==> src/rtl/decode_pkg.sv <==
// Shared decode definitions: opcode bit positions, ALU function-select codes and the
// control word carried from decode to execute.
package decode_pkg;

    localparam int OP_W       = 7;
    localparam int MAX_REG_AW = 8;

    localparam int OP_MB = 6;
    localparam int OP_F  = 5;
    localparam int OP_MD = 4;
    localparam int OP_BC = 0;

    typedef enum logic [3:0] {
        FS_MOVA   = 4'b0000,
        FS_INC    = 4'b0001,
        FS_ADD    = 4'b0010,
        FS_ADDC   = 4'b0011,
        FS_ADDNB  = 4'b0100,
        FS_SUB    = 4'b0101,
        FS_DEC    = 4'b0110,
        FS_MOVA2  = 4'b0111,
        FS_AND    = 4'b1000,
        FS_OR     = 4'b1001,
        FS_XOR    = 4'b1010,
        FS_NOT    = 4'b1011,
        FS_MOVB   = 4'b1100,
        FS_SHR    = 4'b1101,
        FS_SHL    = 4'b1110,
        FS_RSVD   = 4'b1111
    } fs_e;

    // Register fields are sized for the widest supported REG_AW and zero-extended.
    typedef struct packed {
        logic [MAX_REG_AW-1:0] da;
        logic [MAX_REG_AW-1:0] aa;
        logic [MAX_REG_AW-1:0] ba;
        logic                  mb;
        fs_e                   fs;
        logic                  md;
        logic                  rw;
        logic                  mw;
        logic                  pl;
        logic                  jb;
        logic                  bc;
    } ctrl_word_t;

    function automatic int inst_w(input int reg_aw);
        return OP_W + 3 * reg_aw;
    endfunction

endpackage

==> src/rtl/inst_field_decode.sv <==
// Combinational instruction decoder: raw {op, DA, AA, BA} word to datapath control word.
module inst_field_decode
    import decode_pkg::*;
#(
    parameter  int REG_AW = 2,
    localparam int INST_W = inst_w(REG_AW)
) (
    input  logic [INST_W-1:0] inst,
    output ctrl_word_t        cw
);

    logic [OP_W-1:0] op;
    logic            f1;

    always_comb begin
        op = inst[INST_W-1 -: OP_W];
        f1 = op[OP_MB] & op[OP_F];

        cw                   = '0;
        cw.da[REG_AW-1:0]    = inst[3*REG_AW-1 -: REG_AW];
        cw.aa[REG_AW-1:0]    = inst[2*REG_AW-1 -: REG_AW];
        cw.ba[REG_AW-1:0]    = inst[REG_AW-1:0];
        cw.mb                = op[OP_MB];
        // Branch/jump opcodes reuse op0 as the condition bit, so it is masked out of FS.
        cw.fs                = fs_e'({op[3:1], op[OP_BC] & ~f1});
        cw.md                = op[OP_MD];
        cw.rw                = ~op[OP_F];
        cw.mw                = ~op[OP_MB] & op[OP_F];
        cw.pl                = f1;
        cw.jb                = op[OP_MD];
        cw.bc                = op[OP_BC];
    end

endmodule

==> src/rtl/pipelined_decode_stage.sv <==
// Registered decode stage: valid/ready input, one pipeline register towards execute,
// register scoreboard for RAW/WAW stalls, branch flush and a saturating stall counter.
module pipelined_decode_stage
    import decode_pkg::*;
#(
    parameter  int REG_AW = 2,
    parameter  int CNT_W  = 16,
    localparam int NREG   = 2**REG_AW,
    localparam int INST_W = inst_w(REG_AW)
) (
    input  logic              clk,
    input  logic              rst,
    input  logic              in_valid,
    output logic              in_ready,
    input  logic [INST_W-1:0] in_inst,
    output logic              out_valid,
    input  logic              out_ready,
    output logic [REG_AW-1:0] out_da,
    output logic [REG_AW-1:0] out_aa,
    output logic [REG_AW-1:0] out_ba,
    output logic              out_mb,
    output logic              out_md,
    output logic              out_rw,
    output logic              out_mw,
    output logic              out_pl,
    output logic              out_jb,
    output logic              out_bc,
    output logic [3:0]        out_fs,
    input  logic              flush,
    input  logic              wb_valid,
    input  logic [REG_AW-1:0] wb_addr,
    output logic [NREG-1:0]   pending,
    output logic [CNT_W-1:0]  stall_cnt
);

    ctrl_word_t       dec_word;
    ctrl_word_t       word_q, word_d;
    logic             vld_q, vld_d;
    logic [NREG-1:0]  sb_q, sb_d;
    logic [NREG-1:0]  busy;
    logic [CNT_W-1:0] cnt_q, cnt_d;
    logic             hazard;
    logic             accept;
    logic             transfer;

    inst_field_decode #(.REG_AW(REG_AW)) u_dec (
        .inst (in_inst),
        .cw   (dec_word)
    );

    // A register is busy if it is pending and not being written back this cycle, or if
    // the entry still held here will write it once it moves to execute.
    for (genvar gi = 0; gi < NREG; gi++) begin : g_sb
        logic wb_hit;
        logic held_hit;
        logic xfer_hit;

        always_comb begin
            wb_hit   = wb_valid & (wb_addr == REG_AW'(gi));
            held_hit = vld_q & word_q.rw & (word_q.da[REG_AW-1:0] == REG_AW'(gi));
            xfer_hit = transfer & word_q.rw & (word_q.da[REG_AW-1:0] == REG_AW'(gi));
            busy[gi] = (sb_q[gi] & ~wb_hit) | held_hit;
            sb_d[gi] = (sb_q[gi] & ~wb_hit) | xfer_hit;
        end
    end

    always_comb begin
        hazard    = in_valid & (busy[dec_word.aa[REG_AW-1:0]]
                              | (~dec_word.mb & busy[dec_word.ba[REG_AW-1:0]])
                              | (dec_word.rw & busy[dec_word.da[REG_AW-1:0]]));
        in_ready  = ~rst & ~flush & ~hazard & (~vld_q | out_ready);
        out_valid = vld_q & ~flush;
        accept    = in_valid & in_ready;
        transfer  = out_valid & out_ready;

        vld_d  = vld_q;
        word_d = word_q;
        if (accept) begin
            vld_d  = 1'b1;
            word_d = dec_word;
        end else if (transfer || flush) begin
            vld_d  = 1'b0;
        end

        cnt_d = cnt_q;
        if (in_valid && hazard && !flush && (cnt_q != {CNT_W{1'b1}})) begin
            cnt_d = cnt_q + 1'b1;
        end
    end

    always_ff @(posedge clk) begin
        if (rst) begin
            vld_q  <= 1'b0;
            word_q <= '0;
            sb_q   <= '0;
            cnt_q  <= '0;
        end else begin
            vld_q  <= vld_d;
            word_q <= word_d;
            sb_q   <= sb_d;
            cnt_q  <= cnt_d;
        end
    end

    if (REG_AW < MAX_REG_AW) begin : g_hi
        logic unused_hi;
        assign unused_hi = ^{word_q.da[MAX_REG_AW-1:REG_AW],
                             word_q.aa[MAX_REG_AW-1:REG_AW],
                             word_q.ba[MAX_REG_AW-1:REG_AW]};
    end

    assign out_da    = word_q.da[REG_AW-1:0];
    assign out_aa    = word_q.aa[REG_AW-1:0];
    assign out_ba    = word_q.ba[REG_AW-1:0];
    assign out_mb    = word_q.mb;
    assign out_fs    = word_q.fs;
    assign out_md    = word_q.md;
    assign out_rw    = word_q.rw;
    assign out_mw    = word_q.mw;
    assign out_pl    = word_q.pl;
    assign out_jb    = word_q.jb;
    assign out_bc    = word_q.bc;
    assign pending   = sb_q;
    assign stall_cnt = cnt_q;

endmodule

==> config.mk <==
export PLATFORM = sky130hd
export DESIGN_NAME = pipelined_decode_stage
export DESIGN_NICKNAME = d
export VERILOG_FILES = /design/src/rtl/decode_pkg.sv /design/src/rtl/inst_field_decode.sv /design/src/rtl/pipelined_decode_stage.sv
export SDC_FILE = /design/constraint.sdc
export NUM_CORES = 1
export LEC_CHECK = 0
export BUFFER_PORTS_ARGS = -buffer_cell sky130_fd_sc_hd__buf_4
export CAP_MARGIN = 10
export CORE_UTILIZATION = 45
export DETAILED_ROUTE_END_ITERATION = 12
export HOLD_SLACK_MARGIN = 0.12
export PLACE_DENSITY = 0.72
export SLEW_MARGIN = 25
export SYNTH_ARGS = -nofsm -noshare
export SYNTH_HDL_FRONTEND = slang
export SYNTH_SLANG_ARGS = --single-unit
==> constraint.sdc <==
create_clock -name clk -period 2.6 [get_ports clk]
set_input_delay 0.26 -clock clk [delete_from_list [all_inputs] [get_ports clk]]
set_output_delay 0.26 -clock clk [all_outputs]
set_load 0.05 [all_outputs]
## Yosys cells after proc, flatten, opt, wreduce, memory -nomap -nowiden

Cells that the tools add are included.

- $add $sub $neg: 1
- $lt $le $gt $ge: 3
- Eq/ne operators: 7
- Multiplexer cells: 8
- Bitwise gates (word level): 52
- Reduce and logical (&&, ||, !) cells: 8

Operator list:

| cell | number |
|---|---|
| AND 1 bit | 30 |
| adder 16 x 1 -> 16 bit (second input constant) | 1 |
| != test 16 bit (second input constant) | 1 |
| inverter 1 bit | 11 |
| bitwise OR 1 bit | 11 |
| < comparator 2 x 3 -> 1 bit (second input constant) | 3 |
| equality test 2 bit (second input constant) | 4 |
| binary-select mux 1 bit (select 2 bit) | 3 |
| 2-to-1 mux 1 bit | 5 |
| equality test 2 x 1 -> 1 bit (second input constant) | 2 |
| zero test 2 bit | 2 |
| logical AND 1 bit | 3 |
| nonzero test 2 bit | 1 |
| zero test 1 bit | 1 |
| logical OR 1 bit | 1 |

- Bits in registers: 37
- Logic and storage cells: 92

## Logic depth before layout (Yosys ltp)

Gate-level depths: netlist of the first run.

- Word-level depth: 16
- Mapped depth: 9
- Depth with buffers taken out: 7

## Hierarchy

Synthesis of the first run repeated with hierarchy kept, for this count alone.

- Cell total of the unflattened synthesis: 248
- Area, all modules: 2147.1 µm²

By module, submodules not included:

| module | times used | cells each | area an instance (µm²) |
|---|---|---|---|
| pipelined_decode_stage | 1 | 211 | 1875.5 |
| inst_field_decode | 1 | 37 | 271.5 |

## Least setup slack after synthesis of the first run

OpenSTA, ideal clock, no wires.

- Path type: flip-flop to output port
- Start: reg word_q, in the netlist out_da[1]
- End: out in_ready
- Data arrival time: 2.875 ns
- Path slack: -0.535 ns
- Stages on the path, launching flop included: 7
- Path through: dfxtp_1 and4bb_2 a2111oi_2 a311oi_1 a21boi_4 nand2_1 a21boi_0

- Word-level cells in the longest chain between the ends: 12
- Elaborated cells between the ends (all ways): 26

Ends and longest elaborated chain:

| item | line | source |
|---|---|---|
| from (decl) | pipelined_decode_stage.sv:37 | `ctrl_word_t word_q, word_d;` |
| from (signal assigned) | pipelined_decode_stage.sv:99 | `word_q <= word_d;` |
| equality test 2 x 1 -> 1 bit, or another cell as far along | pipelined_decode_stage.sv:60 | `held_hit = vld_q & word_q.rw & (word_q.da[REG_AW-1:0] == REG_AW'(gi));` |
| AND 1 bit | pipelined_decode_stage.sv:60 |  |
| bitwise OR 1 bit | pipelined_decode_stage.sv:62 | `busy[gi] = (sb_q[gi] & ~wb_hit) \| held_hit;` |
| binary-select mux 1 bit (select 2 bit) | pipelined_decode_stage.sv:69 | `\| (~dec_word.mb & busy[dec_word.ba[REG_AW-1:0]])` |
| 2-to-1 mux 1 bit (not written as such) | pipelined_decode_stage.sv:69 |  |
| AND 1 bit | pipelined_decode_stage.sv:69 |  |
| bitwise OR 1 bit | pipelined_decode_stage.sv:69 |  |
| bitwise OR 1 bit (*) | pipelined_decode_stage.sv:70 | `\| (dec_word.rw & busy[dec_word.da[REG_AW-1:0]]));` |
| AND 1 bit (*) | pipelined_decode_stage.sv:68 | `hazard = in_valid & (busy[dec_word.aa[REG_AW-1:0]]` |
| inverter 1 bit (*) | pipelined_decode_stage.sv:71 | `in_ready = ~rst & ~flush & ~hazard & (~vld_q \| out_ready);` |
| AND 1 bit (*) (2 in a row) | pipelined_decode_stage.sv:71 |  |
| to (decl) | pipelined_decode_stage.sv:14 | `output logic in_ready,` |

Mark *: on every way between the ends. The rest lies on a longest branch, timed or not. The select of a mux whose other input is x is not followed.

## Worst setup path in the final report of the first run

- Start: reg word_q, in the netlist out_rw
- End: out in_ready

- Word-level cells in the longest chain between the ends: 12
- Elaborated cells between the ends (all ways): 23

Ends and longest elaborated chain:

| item | line |
|---|---|
| AND 1 bit (*) | pipelined_decode_stage.sv:60 |
| AND 1 bit | pipelined_decode_stage.sv:60 |
| bitwise OR 1 bit | pipelined_decode_stage.sv:62 |
| binary-select mux 1 bit (select 2 bit) | pipelined_decode_stage.sv:69 |
| 2-to-1 mux 1 bit (not written as such) | pipelined_decode_stage.sv:69 |
| AND 1 bit | pipelined_decode_stage.sv:69 |
| bitwise OR 1 bit | pipelined_decode_stage.sv:69 |
| bitwise OR 1 bit (*) | pipelined_decode_stage.sv:70 |
| AND 1 bit (*) | pipelined_decode_stage.sv:68 |
| inverter 1 bit (*) | pipelined_decode_stage.sv:71 |
| AND 1 bit (*) (2 in a row) | pipelined_decode_stage.sv:71 |

Marks and branches as above.

==> results of run 1 <==
==> sequential cells by signal, summed over array words and instances, names as in the netlist <==
signal,count
out_aa,2
out_mb,1
vld_q,1
out_ba,2
out_pl,1
out_md,1
out_rw,1
out_da,2
out_fs,4
out_bc,1
stall_cnt,16
pending,4
out_mw,1
==> repair_timing <==
action,in CTS,in global routing
setup endpoints to repair,0,1
setup buffers,0,0
resized for setup,0,2
==> cell families (layout without fill, tap and decap cells) <==
logic type | after synthesis | after routing
AND/OR/NAND/NOR | 87 | 87
AO/OA/AOI/OAI | 38 | 38
adder cells (fa/ha/maj) | 1 | 1
flip-flops | 37 | 37
buffers and inverters | 20 | 78
XOR/XNOR | 3 | 3
multiplexers | 19 | 19
==> cell usage after synthesis <==
| cell | instances | area, sq um |
|---|---|---|
| xnor2_1 | 3 | 26.3 |
| o21ai_0 | 5 | 25.0 |
| clkbuf_1 | 7 | 26.3 |
| a21o_1 | 2 | 15.0 |
| a21oi_2 | 1 | 8.76 |
| a31o_2 | 2 | 17.5 |
| o21ba_2 | 1 | 10.0 |
| a21boi_4 | 1 | 18.8 |
| a311oi_1 | 1 | 8.76 |
| inv_1 | 9 | 33.8 |
| nand3b_1 | 8 | 60.1 |
| mux2i_1 | 12 | 120 |
| a22oi_1 | 5 | 37.5 |
| nand2b_1 | 1 | 6.26 |
| a31oi_1 | 1 | 6.26 |
| nand4_1 | 4 | 25.0 |
| nand4_2 | 1 | 12.5 |
| a21boi_0 | 1 | 7.51 |
| nor2_1 | 31 | 116 |
| o211ai_2 | 1 | 12.5 |
| ha_1 | 1 | 12.5 |
| buf_2 | 2 | 10.0 |
| a41o_1 | 1 | 10.0 |
| a2111oi_2 | 1 | 15.0 |
| mux4_2 | 1 | 22.5 |
| mux2_2 | 6 | 67.6 |
| buf_4 | 2 | 15.0 |
| and4_1 | 3 | 26.3 |
| or3b_1 | 2 | 17.5 |
| nand4b_1 | 1 | 8.76 |
| nor2b_1 | 7 | 43.8 |
| nand3_1 | 13 | 65.1 |
| and3_1 | 5 | 31.3 |
| a21oi_1 | 8 | 40.0 |
| nand2_1 | 7 | 26.3 |
| a2bb2oi_1 | 3 | 26.3 |
| a211oi_1 | 4 | 30.0 |
| and2_1 | 3 | 18.8 |
| dfxtp_1 | 37 | 741 |
| and4bb_2 | 1 | 12.5 |
==> routing by layer <==
| layer | vias to the layer above | track usage | routed length [microns] |
|---|---|---|---|
| met5 | - | 0 | 0 |
| met3 | 8 | 0.0672 | 249 |
| met2 | 48 | 0.313 | 1840 |
| met1 | 761 | 0.238 | 1830 |
| met4 | 0 | 0.0571 | 59 |
| li1 | 845 | - | - |
==> per-stage QoR <==
| step | utilization | total power, mW |
|---|---|---|
| global placement | 0.613 | 0.749 |
| CTS | 0.641 | 1.23 |
| finish | 0.641 | 1.21 |
| floorplan | - | 0.692 |
| detailed placement | 0.613 | 0.750 |
| global route | 0.641 | 1.26 |
==> cell type report <==
type                    instances  area [sq um]
well taps                      48          60.1
fillers                       330          1350
clock buffers                   5          68.8
clock inverters                 2          35.0
repair buffers                 62           465
inverters                       9          33.8
flip-flops and latches         37           743
multi-input cells             148          1010
==> power groups by stage <==
stage	Combinational, mW	Clock, mW	Sequential [mW]
CTS	0.152	0.488	0.586
global placement	0.150	0	0.599
floorplan	0.0621	0	0.630
detailed placement	0.151	0	0.599
global route	0.161	0.512	0.588
finish	0.151	0.478	0.587
==> final timing paths <==
kind	startpoint	end	slack, ns	cells after the start
worst min-delay path	in_inst[11]	out_rw	0.19	2
worst max register to register	out_rw	stall_cnt[11]	0.22	8
worst min register to register	out_mw	out_mw	0.47	2
worst max-delay path	out_rw	in_ready	0.17	7
==> metrics.txt, run 1 <==
largest net degree at the start of global routing between 40 and 50; Vias/cell around 5.3; CTS Hold Buffers Added 0; post-route cell area roughly 0.0024 sq mm; clock power share 0.393; Pre-antenna DRT Iters 4; GR Util All Layers 0.193; Worst-path clk slew approximately 0.07 ns; PD cells roughly 500 mW/mm^2; max incr delay on CP between 0.3 and 0.4 ns; Final Hold Fails 0; die area 0.00434 sq mm; Clock Path Buffers 2; CTS root buf clkbuf_8; XOR/XNOR share of the synthesized area 0.0143; Total Neg Setup Slack 0 ns; most common cell after layout, fill and taps aside buf_4; Initial Util 0.486; fmax around 410 MHz; Layout Cells excl Fill 311; required time of the critical path 2.34 ns; Setup WS post-layout 0.175 ns; outcome finished clean; Post-Syn Nets approximately 230; min Tclk post-route ~2.4 ns; Core ar. 0.00377 sq mm; first-pass GRT wire length roughly 6.4 mm; Mapped Area roughly 0.0018 sq mm; chip height 65.8 microns; Post-Syn Area per Cell between 8 and 9 sq um; Post-DP Area ~0.0023 sq mm; crit share post-route 0.933; crit path DAT roughly 2.2 ns; vias after detailed routing 1,662; Slew Viols, Final 0; DP Cell Count between 300 and 400; vias in the first global route around 1,500; DRT iter0 DRCs 80; Leakage 1.10 nW; RSZ-0062 raised after global routing no; Compound-Gate Fraction of Synth Area 0.158; layout cells sized above 1 0.335; total gr overflow 0; Clock Latency Late Sink between 0.2 and 0.3 ns; number of port buffers slightly below 60; Num CTS Buffers 5; max_cap viols 0; post-synth cell types 40; Reg power frac 0.483; Post-Route Skew 0.00578 ns; diode count 0; Worst-Margin Slew about 0.42 ns; P&R area growth vs syn 31.9%; crit path max-delay cell type dfxtp_1; crit start category register; Pint about 0.9 mW; Mapped Cells 205; mux cell area share after synthesis 0.115; initial antenna violation count 0; sequential area share after synthesis 0.404; largest family of logic cells by synthesized area simple AND/OR/NAND/NOR gates; DP Wirelength 2.88 mm; global placement routability congestion roughly 0.82; VDD IR max about 0.00037 V; Fin Hold WS 0.194 ns; ANT nets after route 0; Ys Warns 0; crit-path max FO 6; crit-path cells nand3_1, a2bb2oi_1, mux4_2, a21boi_4, nand2_1, a21boi_2, buf_4; max_slew headroom 0.720; clk sink count 37; DIE WIDTH 65.8 microns; post-synthesis simple-gate area fraction 0.256; drt drc 0; NetSw 0.301 mW; FF+latch count, synth 37; CP top delay family compound AO/OA/AOI/OAI gates; CTS tree built; Hold WC Path Type in2reg; Synth Area in Adders 0.00682; Net Sw Frac 0.248; Final nets 285; kind of critical path reg2out; Rows 22; final-report setup violation count 0; Worst Setup End Kind output port; DRT Wirelength around 4.0 mm; CP Buf/Inv Count 1; routed len/inst 12.8 microns; dpl ws approximately 0.20 ns; Comb pwr share 0.124; most frequent cells in the layout buf_4, dfxtp_1, nor2_1; IO Pins 60; H-Tree Depth 2
Note: power is estimated with default switching activity, not from simulation.
==> inputs of run 2 (changes only) <==
- PLACE_DENSITY: 0.72 -> 0.7
- SYNTH_HIERARCHICAL: default -> 1
==> run 2 against run 1 <==
  * Cell area rose by 4.1%
  * Die area is 9.2% higher
  * Maximum frequency is 4.2% lower
  * Global-route usage grew 0.26 points
  * Combinational power shrank 6%
  * Wire length rose by 20%
  * Via count up 8.1%
  * Largest power group unchanged
  * Highest routed layer unchanged
==> metrics.txt, run 2 <==
final-report setup violation count 0 (unchanged); Pre-antenna DRT Iters 4 (unchanged); crit start category register; postcts setup bufs 0 (unchanged); Post-Syn Nets 251 (+11%); vias in the first global route 1,442 (-1.1%); Total Neg Setup Slack 0 ns (unchanged); Final nets 296 (+3.9%); chip height 68.8 microns (+4.5%); most frequent cells in the layout buf_4, nor2_1, dfxtp_1; Vias/cell 5.53 (+3.4%); hold path depth 3 (+1); initial antenna violation count 0 (unchanged); number of port buffers 59 (unchanged); Comb pwr share 0.122 (-0.002); Leakage 1.10 nW (+0.18%); Hold WC Path Type in2reg; first-pass GRT wire length 6.77 mm (+5.6%); number of flip-flops in the largest register 16 (unchanged); FILL cells 399 (+21%); CP top delay family multiplexers; GR Util All Layers 0.195 (+0.00259); largest net degree at the start of global routing 46 (unchanged); clk sink count 38 (+2.7%); Post-Route Skew 0.00814 ns (+0.00235 ns); VDD IR max 0.000298 V (-19%); P&R area growth vs syn 25.4%; IO Pins 60 (unchanged); Layout Utilization 0.607 (-0.0339); post-route cell area 0.00252 sq mm (+4.1%); CTS Hold Buffers Added 0 (unchanged); clock power share 0.364 (-0.029); max_cap viols 0 (unchanged); ANT nets after route 0 (unchanged); routed len/inst 14.6 microns (+14%); NetSw 0.303 mW (+0.46%); Mapped Area 0.00201 sq mm (+9.5%); CP Buf/Inv Count 0 (-1); Worst-Margin Slew 0.530 ns (+0.111 ns); Rows 23 (+4.5%); kind of critical path reg2reg; DRT Wirelength 4.75 mm (+20%); Clock Latency Late Sink 0.30 ns (about the same); Post-DP Area 0.00239 sq mm (+3.2%); Clock Path Buffers 2 (unchanged); DP Wirelength 3.12 mm (+8.3%); Post-Syn Area per Cell 8.77 sq um (-2.0%); vias after detailed routing 1,796 (+8.1%); Ys Warns 6 (+6); outcome finished clean; crit share post-route 0.973 (+0.0406); max incr delay on CP 0.48 ns (+0.10 ns); crit path max-delay cell type mux4_2; CTS tree built; layout cells sized above 1 0.320 (-0.0146); Core ar. 0.00414 sq mm (+9.9%); Final Hold Fails 0 (unchanged); total gr overflow 0 (unchanged); Worst Setup End Kind register; min Tclk post-route 2.53 ns (+0.105 ns); DIE WIDTH 68.8 microns (+4.5%); FF-to-FF path depth 7 (-1); Slew Viols, Final 0 (unchanged); crit path DAT 2.72 ns (+0.55 ns); crit-path cells and4b_1, a21oi_1, mux4_2, o311a_4, a211o_4, nor4_2, mux2_1; most common cell after layout, fill and taps aside buf_4; Net Sw Frac 0.260 (+0.0125); Pint 0.859 mW (-6.0%); Num CTS Buffers 5 (unchanged); Final Total Pwr 1.16 mW (-4.4%); drt drc 0 (unchanged); RSZ-0062 raised after global routing no; fmax 395 MHz (-4.2%); H-Tree Depth 2 (unchanged); max_slew headroom 0.645 (-0.0753); crit-path max FO 9 (+3); diode count 0 (unchanged); Reg power frac 0.514 (+0.031); PD cells 462 mW/mm^2 (-8.1%); DRT iter0 DRCs 80 (unchanged); CTS root buf clkbuf_8; Initial Util 0.485 (-0.00180); required time of the critical path 2.79 ns (+0.45 ns); PostCTS Resize Cnt 0 (unchanged); Worst-path clk slew 0.07 ns (about the same); die area 0.00473 sq mm (+9.2%); Mapped Cells 229 (+12%); Worst path depth 7 (unchanged); global placement routability congestion 0.837 (+2.2%)
## run 2: per-layer routing
layer / up-vias / part of all wire / track usage
met5: - / 0 / 0
met4: 0 / 0.011 / 0.0842
met3: 6 / 0.049 / 0.0510
met2: 52 / 0.47 / 0.275
met1: 835 / 0.47 / 0.278
li1: 903 / - / -
## run 2: final timing paths
check | slack (ns) | from | endpoint
setup / recovery | 0.07 | out_da[0] | stall_cnt[15]
hold / removal | 0.20 | in_inst[7] | out_fs[1]
setup reg to reg | 0.07 | out_da[0] | stall_cnt[15]
hold reg to reg | 0.50 | out_fs[0] | out_fs[0]
## run 2: power groups by stage
stage / registers [mW] / logic (mW) / clock network [mW]
after detailed placement: 0.610 / 0.138 / 0
after CTS: 0.597 / 0.138 / 0.436
after floorplan: 0.638 / 0.0739 / 0
after global placement: 0.610 / 0.137 / 0
after global routing: 0.598 / 0.152 / 0.465
final: 0.597 / 0.142 / 0.423
## run 2: final cells by class
class	count	area [sq um]	share of cell area
tap	50	62.6	0.0249
multi-input combinational	158	1090	0.433
clock buffer	7	86.3	0.0343
inverter	9	33.8	0.0134
timing repair buffer	62	465	0.185
sequential	38	773	0.307
clock inverter	1	5.00	0.00199
## run 2: worst min-delay path, stage by stage
cell and delay, ns:
buf_4 0.07, mux2i_1 0.05, nor2_1 0.07
## run 2: stage by stage
stage	std cells	hold slack, ns	setup slack, ns
floorplan	229	0.442	0.0189
global placement	315	0.478	0.0720
detailed placement	315	0.486	0.0551
CTS	323	0.190	0.0202
global route	325	0.224	0.00758
finish	325	0.197	0.0695
